[config.mk]
export PLATFORM = sky130hd
export DESIGN_NAME = dmux_np_buf_flat
export DESIGN_NICKNAME = d
export VERILOG_FILES = /design/src/rtl/dmux_np_buf_if.sv /design/src/rtl/dmux_np_buf.sv /design/src/flat_wrapper.sv
export SDC_FILE = /design/constraint.sdc
export NUM_CORES = 1
export LEC_CHECK = 0
export ABC_AREA = 0
export CAP_MARGIN = 20
export CORE_UTILIZATION = 30
export DETAILED_ROUTE_END_ITERATION = 10
export SLEW_MARGIN = 0
export SYNTH_ARGS = -nofsm -noshare
export SYNTH_HDL_FRONTEND = slang
export SYNTH_SLANG_ARGS = --single-unit
[constraint.sdc]
create_clock -name i_clk -period 2.5 [get_ports i_clk]
set_input_delay 0.75 -clock i_clk [delete_from_list [all_inputs] [get_ports i_clk]]
set_output_delay 0.75 -clock i_clk [all_outputs]
set_load 0.02 [all_outputs]
[src/rtl/dmux_np_buf_if.sv]
// rtl/dmux_np_buf_if.sv - producer and consumer-side signals of the N-way word distributor
interface dmux_np_buf_if #(
   parameter int N = 4,
   parameter int D = 16,
   parameter int S = $clog2(N)
);
   logic         i_valid;
   logic         o_ready;
   logic [S-1:0] i_sel;
   logic         i_bcast;
   logic [D-1:0] i_data;
   logic [D-1:0] o_data [N-1:0];
   logic [N-1:0] o_valid;
   logic [N-1:0] i_ready;
   logic         o_err;

   modport slave (
      input  i_valid, i_sel, i_bcast, i_data, i_ready,
      output o_ready, o_data, o_valid, o_err
   );

   modport master (
      output i_valid, i_sel, i_bcast, i_data, i_ready,
      input  o_ready, o_data, o_valid, o_err
   );
endinterface

[src/rtl/dmux_np_buf.sv]
// rtl/dmux_np_buf.sv - registered 1-to-N word distributor with per-channel holding slots
module dmux_np_buf #(
   parameter int N = 4,
   parameter int D = 16,
   parameter int S = $clog2(N)
) (
   input  logic          i_clk,
   input  logic          i_rst_n,
   dmux_np_buf_if.slave  bus
);
   typedef enum logic {EMPTY = 1'b0, FULL = 1'b1} ch_state_e;

   ch_state_e    state_q [N-1:0];
   ch_state_e    state_d [N-1:0];
   logic [D-1:0] data_q  [N-1:0];
   logic [D-1:0] data_d  [N-1:0];
   logic [N-1:0] full;
   logic [N-1:0] free;
   logic [N-1:0] pop;
   logic [N-1:0] wr;
   logic         sel_ok;
   logic         ready;
   logic         xfer;
   logic         err_q;
   logic         err_d;

   // Every select code is a real channel when N is a power of two.
   generate
      if ((1 << S) == N) begin : g_sel_full
         assign sel_ok = 1'b1;
      end else begin : g_sel_part
         assign sel_ok = (32'(bus.i_sel) < N);
      end
   endgenerate

   always_comb begin
      full = '0;
      for (int k = 0; k < N; k++) begin
         full[k] = (state_q[k] == FULL);
      end
   end

   assign free = ~full | bus.i_ready;
   assign pop  = full & bus.i_ready;

   // A dropped out-of-range word never has to wait for a slot.
   always_comb begin
      ready = 1'b1;
      if (bus.i_bcast) begin
         ready = &free;
      end else if (sel_ok) begin
         ready = free[bus.i_sel];
      end
   end

   assign xfer = bus.i_valid & ready;

   always_comb begin
      wr = '0;
      if (xfer) begin
         if (bus.i_bcast) begin
            wr = '1;
         end else if (sel_ok) begin
            wr[bus.i_sel] = 1'b1;
         end
      end
   end

   assign err_d = xfer & ~bus.i_bcast & ~sel_ok;

   // A FULL slot can only be written when it is popped in the same cycle,
   // so a refill keeps the slot FULL with no bubble.
   always_comb begin
      for (int k = 0; k < N; k++) begin
         state_d[k] = state_q[k];
         data_d[k]  = data_q[k];
         case (state_q[k])
            EMPTY:   if (wr[k]) state_d[k] = FULL;
            FULL:    if (pop[k] && !wr[k]) state_d[k] = EMPTY;
            default: state_d[k] = EMPTY;
         endcase
         if (wr[k]) begin
            data_d[k] = bus.i_data;
         end
      end
   end

   always_ff @(posedge i_clk or negedge i_rst_n) begin
      if (!i_rst_n) begin
         for (int k = 0; k < N; k++) begin
            state_q[k] <= EMPTY;
            data_q[k]  <= '0;
         end
         err_q <= 1'b0;
      end else begin
         for (int k = 0; k < N; k++) begin
            state_q[k] <= state_d[k];
            data_q[k]  <= data_d[k];
         end
         err_q <= err_d;
      end
   end

   assign bus.o_ready = ready;
   assign bus.o_valid = full;
   assign bus.o_data  = data_q;
   assign bus.o_err   = err_q;
endmodule

[src/flat_wrapper.sv]
// flat-port wrapper written by rule: the top's interface ports become plain ports
module dmux_np_buf_flat 
#(
   parameter int N = 4,
   parameter int D = 16,
   parameter int S = $clog2(N)
)
  (i_clk, i_rst_n, bus_i_valid, bus_i_sel, bus_i_bcast, bus_i_data, bus_i_ready, bus_o_ready, bus_o_data, bus_o_valid, bus_o_err);
  dmux_np_buf_if #(.N(N), .D(D), .S(S)) bus_i ();
  input  logic i_clk;
  input  logic i_rst_n;
  input wire logic [$bits(bus_i.i_valid)-1:0] bus_i_valid;
  input wire logic [$bits(bus_i.i_sel)-1:0] bus_i_sel;
  input wire logic [$bits(bus_i.i_bcast)-1:0] bus_i_bcast;
  input wire logic [$bits(bus_i.i_data)-1:0] bus_i_data;
  input wire logic [$bits(bus_i.i_ready)-1:0] bus_i_ready;
  output wire logic [$bits(bus_i.o_ready)-1:0] bus_o_ready;
  output wire logic [$bits(bus_i.o_data)-1:0] bus_o_data;
  output wire logic [$bits(bus_i.o_valid)-1:0] bus_o_valid;
  output wire logic [$bits(bus_i.o_err)-1:0] bus_o_err;
  assign bus_i.i_valid = bus_i_valid;
  assign bus_i.i_sel = bus_i_sel;
  assign bus_i.i_bcast = bus_i_bcast;
  assign bus_i.i_data = bus_i_data;
  assign bus_i.i_ready = bus_i_ready;
  assign bus_o_ready = bus_i.o_ready;
  assign bus_o_data = {>>{bus_i.o_data}};
  assign bus_o_valid = bus_i.o_valid;
  assign bus_o_err = bus_i.o_err;
  dmux_np_buf #(.N(N), .D(D), .S(S)) u_core (.i_clk(i_clk), .i_rst_n(i_rst_n), .bus(bus_i));
endmodule
==> results of run 1 <==
synthesized netlist by cell type:
master     number  area share (%)
a211oi_4        1            0.68
or2b_2          3            0.89
nand2_1         1            0.13
inv_1           4            0.51
buf_12          3             2.0
mux2_2         34              13
a21o_1          1            0.26
conb_1          1            0.13
nand2b_1        2            0.43
o211ai_4        1            0.72
nor3_1          1            0.17
mux2_4         30              15
a221oi_4        3             2.7
dfrtp_1        68              58
o221ai_4        1            0.89
buf_6           1            0.38
nand4bb_2       1            0.55
buf_4           1            0.26
nand2b_4        1            0.47
clkinv_1        1            0.13
nand4_4         1            0.72
a21oi_1         2            0.34
o21ba_4         1            0.55
a21o_2          3            0.89
layer usage:
layer	up-vias	wire, um	global-route usage, %
li1	840	-	-
met1	933	3040	18.4
met2	50	2950	21.4
met3	8	332	4.02
met4	0	90	5.69
met5	-	0	0
cells by family (layout without fill, tap and decap cells):
logic type	Yosys count	after routing	share of synthesized area (%)
DFF	68	68	57.8
muxes	64	64	28.3
AOI/OAI and AO/OA	13	13	7.02
and+or+nand+nor	10	10	3.36
buffers and inverters	10	137	3.32
other	1	1	0.127
final cells by class:
class                           instances  area (um2)
Clock buffer                           10         128
Clock inverter                          6        88.8
Fill cell                             904        4950
Inverter                                5        20.0
Multi-Input combinational cell         88        1180
Sequential cell                        68        1700
Tap cell                              129         161
Timing Repair Buffer                  116        1140
sequential cells by signal, summed over array words and instances, names as in the netlist:
signal / count
u_core.bus.o_data: 64
u_core.bus.o_valid: 4
report_power, final:
group | internal (uW) | total (uW) | switching (uW)
Sequential | 1480 | 1700 | 214
Combinational | 1190 | 2110 | 924
Clock | 562 | 987 | 425
Total | 3230 | 4800 | 1560
worst max-delay path: cells and delay by family:
family	cells	cell delay [ns]
buffers and inverters	3	0.59
and+or+nand+nor	2	0.20
AOI/OAI and AO/OA	1	0.14
metrics by stage:
step	setup WS, ns	utilization [%]
final	0.0622	47.2
after global routing	0.0189	47.2
after CTS	0.0267	47.1
after detailed placement	-0.706	44.5
after global placement	-0.668	44.5
after floorplan	0.0416	-
worst paths after layout:
check,from,to,slack (ns),cells past startpoint
min in group i_clk,u_core.bus.o_data[48]$_DFFE_PN0P_,u_core.bus.o_data[48]$_DFFE_PN0P_,0.51,1
worst min register to register,u_core.bus.o_data[48]$_DFFE_PN0P_,u_core.bus.o_data[48]$_DFFE_PN0P_,0.51,1
worst max-delay path,bus_i_sel[1],bus_o_ready,0.06,6
max in group asynchronous,i_rst_n,u_core.bus.o_data[5]$_DFFE_PN0P_,1.77,2
worst max register to register,u_core.bus.o_valid[1]$_DFF_PN0_,u_core.bus.o_data[57]$_DFFE_PN0P_,0.52,6
worst min-delay path,i_rst_n,u_core.bus.o_data[10]$_DFFE_PN0P_,0.41,2
timing repair:
action,CTS,global route
buffers inserted,1,0
cloned,0,0
pin swaps,2,0
setup endpoints to repair,28,1
resized for setup,21,1
==> results.ini, run 1 <==
[yosys]
seq_area_frac_synth_pct = 57.8
ys_warn_count = 0
syn_area_per_cell_um2 = 17.7
synth_fp_nets = 192
syn_inst = 166
netlist_area_mm2 = 0.00294
synth.ff_latch_count = 68
yosysUniqueCellTypes = 24

[place]
placed_cells = 405
gp_congestion = 0.757
dp_hpwl_mm = 4.37
placed_area_mm2 = 0.00417
port_buffers = 94

[clock_tree]
cts_root_buf = clkbuf_8
cts_tree = built
clk_pin_slew_ns = 0.08
ctsHoldBuffers = 0
clockBufferDepth = 2
cts_sinks = 68
cts_made_buffers = 9
h-tree-depth = 3
insertion_delay_ns = 0.34

[global_routing]
grt_pass1_vias = 1983
antenna_found_initial = 0
grt_pass1_wl_mm = 10.5
grt-ovfl-total = 0
track_usage_pct = 13.9
grt_max_degree = 69

[sta]
fmax_mhz = 410
rsz0062_at_grt = no
tns_ns = 0
period_minus_slack_ns = 2.44
slew_violations = 0
min_period_over_period_pct = 97.5
skew_ns = 0.00759
setup-violations-final = 0
fin_hold_ws_ns = 0.407
hold_viol_final = 0

[cells_and_area]
drive_gt1_share_pct = 42.3
layout.nets = 314
antennaDiodeCount = 0
stdcell_count = 422
syn_to_final_growth_pct = 50.2
layout.cells.most_common = clkdlybuf4s50_1
final_cell_mix = 85 x clkdlybuf4s50_1, 68 x dfrtp_1, 34 x mux2_2, 30 x mux2_4, 19 x buf_4
finalInstanceArea_mm2 = 0.00442

[critical_path]
arrival_ns = 1.69
path_cells = clkdlybuf4s15_1 -> buf_4 -> nand2b_4 -> a21oi_2 -> nor3_2 -> buf_4
slowest_delay_ns = 0.26
crit_top_cell = buf_4
start_kind = input port
critical_path.max_fanout = 4
cp-end-kind = output port
cpMaxStageDelayCell = clkdlybuf4s15_1
critPathKind = in -> out
worstPathRequired_ns = 1.75

[die]
die_x_um = 101
die_h_um = 101
std_cell_rows = 35
ios = 96
initial_utilization_pct = 31.4
core_mm2 = 0.00937
dieArea_mm2 = 0.0102

[detailed_routing]
via_per_inst = 4.34
wl_mm = 6.42
num_vias = 1831
ant_nets = 0
drt-pass1-iter-count = 4
post_drt_wl_per_cell_um = 15.2
drtIter0Drc = 50
drc = 0

[power_and_ir_drop]
power.leakage_uw = 0.00191
total_power_uw = 4800
power.density_mw_per_mm2 = 1090
ir_drop_v = 0.000450

[run_status]
status = completed

[flow_run]
max-cap-violations = 0

[worst_hold_path]
hp-class = in -> async

(Power assumes the default switching activity.)
==> run 2, diff against run 1 <==
--- a/config.mk
+++ b/config.mk
@@ -8,7 +8,9 @@
 export ABC_AREA = 0
 export CAP_MARGIN = 20
 export CORE_UTILIZATION = 30
+export CTS_CLUSTER_SIZE = 16
 export DETAILED_ROUTE_END_ITERATION = 10
+export SETUP_SLACK_MARGIN = 0.4
 export SLEW_MARGIN = 0
 export SYNTH_ARGS = -nofsm -noshare
 export SYNTH_HDL_FRONTEND = slang
==> run 2 against run 1 <==
  * Sequential power hardly changed
  * Design area grew 2.2%
  * Non-clock buffer count is 3 lower
  * Sequential share of layout area is 0.84 points lower
  * Maximum frequency increased by 9.7%
  * Core utilization increased by 1.1 points
  * Flip-flop and latch count unchanged
  * Combinational power hardly changed
  * Critical path depth shrank 1
  * Largest cell class unchanged
  * Clock skew grew 0.0023 ns
==> results.ini, run 2 (synthesized netlist as in run 1, its figures left out) <==
[run_status]
status = completed

[power_and_ir_drop]
power.leakage_uw = 0.00230
p_clk_share_pct = 19.2
p_int_uw = 3090
ir_drop_v = 0.000402
total_power_uw = 4670
p_seq_share_pct = 36.2
power.density_mw_per_mm2 = 1030
swShare_pct = 33.9
power.switching_uw = 1580
comb_power_share_pct = 44.5

[detailed_routing]
num_vias = 1804
ant_nets = 0
drc = 0
wl_mm = 6.60
drt-pass1-iter-count = 4
post_drt_wl_per_cell_um = 15.7
via_per_inst = 4.31
drtIter0Drc = 43

[sta]
hold_viol_final = 0
slew_violations = 0
fmax_mhz = 450
period_minus_slack_ns = 2.22
skew_ns = 0.00993
min_period_over_period_pct = 88.9
setup-violations-final = 0
rsz0062_at_grt = yes

[cells_and_area]
filler_cell_count = 861
layout.nets = 311
final_cell_mix = 68 x dfrtp_1, 41 x dlymetal6s2s_1, 39 x clkdlybuf4s50_1, 32 x mux2_4, 32 x mux2_2
syn_to_final_growth_pct = 53.6
utilization_pct = 48.2
largest_register_ffs = 64
antennaDiodeCount = 0
drive_gt1_share_pct = 44.5
layout.cells.most_common = dfrtp_1

[critical_path]
crit_buf_inv = 2
r2r_setup_slack_ns = 0.51
r2r-start = u_core.bus.o_valid[1]$_DFF_PN0_
r2r_cells = 6
worstPathRequired_ns = 1.75
cp-end-kind = output port
critPathKind = in -> out
cpLargestDelayFamily = compound AO/OA/AOI/OAI gates
slowest_delay_ns = 0.20
reg2reg_to = u_core.bus.o_data[30]$_DFFE_PN0P_
critical_path.max_fanout = 5
start_kind = input port
path_cells = buf_4 -> o21ba_4 -> o221ai_4 -> nor3_4 -> buf_6
cpMaxStageDelayCell = o21ba_4
arrival_ns = 1.47

[global_routing]
grt_pass1_vias = 2002
grt_pass1_wl_mm = 10.5
antenna_found_initial = 0
grt-ovfl-total = 0
grt_max_degree = 36
track_usage_pct = 13.8

[die]
dieArea_mm2 = 0.0102
die_x_um = 101
initial_utilization_pct = 31.4
std_cell_rows = 35
core_mm2 = 0.00937
die_h_um = 101
ios = 96

[worst_hold_path]
hp-class = in -> async

[clock_tree]
cts_root_buf = clkbuf_8
insertion_delay_ns = 0.34
cts_made_buffers = 9
ctsHoldBuffers = 0
h-tree-depth = 3
clockBufferDepth = 2
cts_sinks = 68
clk_pin_slew_ns = 0.08
cts_tree = built

[place]
gp_congestion = 0.681
port_buffers = 94
dp_hpwl_mm = 4.56

[flow_run]
max-cap-violations = 0

==> run 2: cell types whose count changed in the layout (fill, tap and decap cells not counted), moves of 2 or more <==
cell | before | now
a21oi_2 | 2 | 0
a21oi_4 | 0 | 2
buf_4 | 19 | 15
buf_6 | 0 | 6
clkdlybuf4s50_1 | 85 | 39
dlymetal6s2s_1 | 0 | 41
mux2_2 | 34 | 32
mux2_4 | 30 | 32
==> run 2: what timing repair did <==
action	in CTS	in global routing
endpoints found under the setup margin	73	86
buffers inserted	1	0
resized for setup	50	45
endpoints found under the hold margin	0	0
pin swaps	6	3
==> run 2: worst max-delay path by stage <==
stage / to / depth (start not counted) / slack [ns] / from
after floorplan: u_core.bus.o_data[18]$_DFFE_PN0P_ / 5 / 0.30 / bus_i_bcast
after global placement: bus_o_ready / 5 / -0.59 / bus_i_sel[1]
after detailed placement: bus_o_ready / 5 / -0.65 / bus_i_sel[1]
after CTS: bus_o_ready / 5 / 0.23 / bus_i_ready[3]
after global routing: bus_o_ready / 5 / 0.25 / bus_i_ready[3]
final: bus_o_ready / 5 / 0.28 / bus_i_sel[1]
==> run 2: power by group through the flow <==
| stage | combinational, uW | clock (uW) | sequential (uW) |
|---|---|---|---|
| 2_1_floorplan | 659 | 0 | 2170 |
| 3_5_place_dp | 2140 | 0 | 1720 |
| 3_3_place_gp | 2130 | 0 | 1710 |
| 5_1_grt | 2190 | 997 | 1750 |
| 4_1_cts | 2160 | 942 | 1710 |
| 6_report | 2080 | 899 | 1690 |
==> run 2: area by class of cell <==
class / count / area (um2) / area share, %
clock buffers: 9 / 124 / 2.74
clock inverters: 7 / 75.1 / 1.66
inverters: 5 / 18.8 / 0.415
multi-input cells: 88 / 1210 / 26.9
flip-flops and latches: 68 / 1700 / 37.7
well taps: 129 / 161 / 3.57
repair buffers: 113 / 1220 / 27.1
==> run 2: layer usage <==
| layer | wire length, um | up-vias | track usage [%] |
|---|---|---|---|
| met1 | 3160 | 901 | 18.7 |
| met5 | 0 | - | 0 |
| li1 | - | 835 | - |
| met4 | 76 | 0 | 6.02 |
| met2 | 3000 | 59 | 20.8 |
| met3 | 367 | 9 | 3.54 |
==> run 2: metrics by stage <==
step           area (um2)  TNS (ns)  std cells  worst slack (ns)  hold WS (ns)
2_1_floorplan        2960         0        166             0.301         0.454
3_3_place_gp         4170    -16.76        402            -0.590         0.490
4_1_cts              4420         0        419             0.225         0.357
6_report             4520         0        419             0.278         0.358
3_5_place_dp         4170    -20.75        402            -0.648         0.492
5_1_grt              4520         0        419             0.250         0.378
==> run 3, diff against run 2 <==
--- a/config.mk
+++ b/config.mk
@@ -7,9 +7,10 @@
 export LEC_CHECK = 0
 export ABC_AREA = 0
 export CAP_MARGIN = 20
-export CORE_UTILIZATION = 30
+export CORE_UTILIZATION = 46
 export CTS_CLUSTER_SIZE = 16
 export DETAILED_ROUTE_END_ITERATION = 10
+export PLACE_DENSITY = 0.8
 export SETUP_SLACK_MARGIN = 0.4
 export SLEW_MARGIN = 0
 export SYNTH_ARGS = -nofsm -noshare
==> run 3 against run 2 <==
  * Sequential share of layout area decreased by 1.6 points
  * Non-clock buffer count is 18 higher
  * Flip-flop and latch count did not move
  * Critical endpoint unchanged
  * Largest power group unchanged
  * Maximum frequency down 2.4%
  * Core utilization up 30 points
  * Clock skew increased by 0.0027 ns
  * Register-to-register slack worse by 0.13 ns
  * Global-route usage up 8.7 points
  * Clock-buffer cell count up 2
==> results.ini, run 3 (synthesized netlist as in run 1, its figures left out) <==
[critical_path]
start_kind = input port
worstPathRequired_ns = 1.75
slowest_delay_ns = 0.23
critPathKind = in -> out
arrival_ns = 1.53
cpMaxStageDelayCell = o21ba_4
crit_buf_inv = 2
cp-end-kind = output port
critical_path.max_fanout = 2
path_cells = buf_6 -> o21ba_4 -> o221ai_4 -> nor3_4 -> buf_6
cpLargestDelayFamily = compound AO/OA/AOI/OAI gates
crit_top_cell = buf_6

[clock_tree]
cts_sinks = 68
cts_made_buffers = 9
cts_tree = built
cts_root_buf = clkbuf_8
clockBufferDepth = 2
ctsHoldBuffers = 0
clk_pin_slew_ns = 0.07
insertion_delay_ns = 0.33
h-tree-depth = 3

[die]
die_x_um = 82.0
core_mm2 = 0.00606
die_h_um = 82.0
dieArea_mm2 = 0.00672
initial_utilization_pct = 48.5
std_cell_rows = 28
ios = 96

[sta]
fin_hold_ws_ns = 0.383
fmax_mhz = 439
period_minus_slack_ns = 2.28
rsz0062_at_grt = yes
slew_headroom_pct = 66.5
skew_ns = 0.0127
slew_violations = 0
hold_viol_final = 0
min_period_over_period_pct = 91.1
setup-violations-final = 0
worst_slew_pin_slew_ns = 0.503

[place]
port_buffers = 94
gp_congestion = 0.735
dp_hpwl_mm = 4.80

[worst_hold_path]
hp-class = in -> async

[power_and_ir_drop]
p_seq_share_pct = 35.6
p_int_uw = 3190
power.density_mw_per_mm2 = 1020
ir_drop_v = 0.000602
power.switching_uw = 1600
comb_power_share_pct = 48.3
power.leakage_uw = 0.00235
p_clk_share_pct = 16.1
swShare_pct = 33.4

[cells_and_area]
filler_cell_count = 372
utilization_pct = 77.8
syn_to_final_growth_pct = 60.3
drive_gt1_share_pct = 47.5
layout.nets = 329
largest_register_ffs = 64
final_cell_mix = 68 x dfrtp_1, 55 x clkdlybuf4s50_1, 43 x mux2_4, 28 x dlymetal6s2s_1, 21 x mux2_2
layout.cells.most_common = dfrtp_1
antennaDiodeCount = 0

[global_routing]
grt-ovfl-total = 0
grt_max_degree = 36
grt_pass1_vias = 1960
track_usage_pct = 22.4
grt_pass1_wl_mm = 10.8
antenna_found_initial = 0

[detailed_routing]
drt-pass1-iter-count = 3
ant_nets = 0
wl_mm = 7.23
drtIter0Drc = 33
via_per_inst = 4.95
num_vias = 1880
post_drt_wl_per_cell_um = 19.0
drc = 0

[run_status]
status = completed

[flow_run]
max-cap-violations = 0

==> run 3: cell count changes in the layout (fill, tap and decap cells not counted), sizes merged, moves of 2 or more <==
cell / previous run / this run
buf: 27 / 44
dlymetal6s2s: 41 / 28
clkdlybuf4s50: 39 / 55
clkinvlp: 3 / 1
dlygate4sd2: 5 / 2
clkbuf: 10 / 13
==> run 3: layer usage <==
metal / track usage, % / up-vias / wire length [um] / share of wire, %
met2: 37.4 / 43 / 3840 / 53
met4: 6.32 / 0 / 102 / 1.4
met1: 28.7 / 963 / 3030 / 42
met5: 0 / - / 0 / 0
li1: - / 865 / - / -
met3: 6.00 / 9 / 260 / 3.6
==> run 3: worst reg2reg max path, delay by kind of cell, from the launching register on <==
family	cells	cell delay [ns]
buffers and inverters	5	0.70
flip-flops	1	0.39
AO/OA/AOI/OAI	2	0.36
multiplexers	1	0.33
AND/OR/NAND/NOR	1	0.24
==> run 3: per-stage QoR <==
step                      TNS (ns)  instance area (um2)  power [uW]  setup slack (ns)  std cells
after floorplan                  0                 2960        2830             0.301        166
after global placement      -17.04                 4150        3850            -0.634        351
after detailed placement    -18.78                 4150        3900            -0.641        351
after CTS                        0                 4500        4770             0.218        374
after global routing             0                 4720        5020             0.182        380
final                            0                 4720        4790             0.222        380
==> run 3: what timing repair did <==
item,CTS,global route
gates resized for setup,64,41
cloned,1,2
setup endpoints to repair,70,73
buffers inserted,9,4
pin swaps,7,3
==> run 3: layout make-up <==
| class | count | area, um2 | area share (%) |
|---|---|---|---|
| flip-flops and latches | 68 | 1700 | 36.1 |
| repair buffers | 131 | 1480 | 31.4 |
| multi-input cells | 88 | 1260 | 26.6 |
| clock buffers | 11 | 151 | 3.21 |
| well taps | 75 | 93.8 | 1.99 |
| inverters | 5 | 20.0 | 0.425 |
| clock inverters | 2 | 12.5 | 0.265 |
==> run 3: worst paths after layout <==
| kind | start | cells after the start | endpoint | slack [ns] |
|---|---|---|---|---|
| setup / recovery | bus_i_bcast | 5 | bus_o_ready | 0.22 |
| hold / removal | i_rst_n | 1 | u_core.bus.o_data[28]$_DFFE_PN0P_ | 0.38 |
| setup reg to reg | u_core.bus.o_valid[3]$_DFF_PN0_ | 9 | u_core.bus.o_data[49]$_DFFE_PN0P_ | 0.38 |
| hold reg to reg | u_core.bus.o_valid[3]$_DFF_PN0_ | 1 | u_core.bus.o_valid[3]$_DFF_PN0_ | 0.51 |
| max in group asynchronous | i_rst_n | 2 | u_core.bus.o_data[36]$_DFFE_PN0P_ | 1.52 |
| min in group i_clk | u_core.bus.o_valid[3]$_DFF_PN0_ | 1 | u_core.bus.o_valid[3]$_DFF_PN0_ | 0.51 |
==> run 3: power by group through the flow <==
stage               Sequential [uW]  Combinational, uW  Clock [uW]
floorplan                      2170                659           0
CTS                            1700               2270         790
global placement               1690               2150           0
finish                         1710               2310         771
global route                   1750               2430         847
detailed placement             1710               2190           0
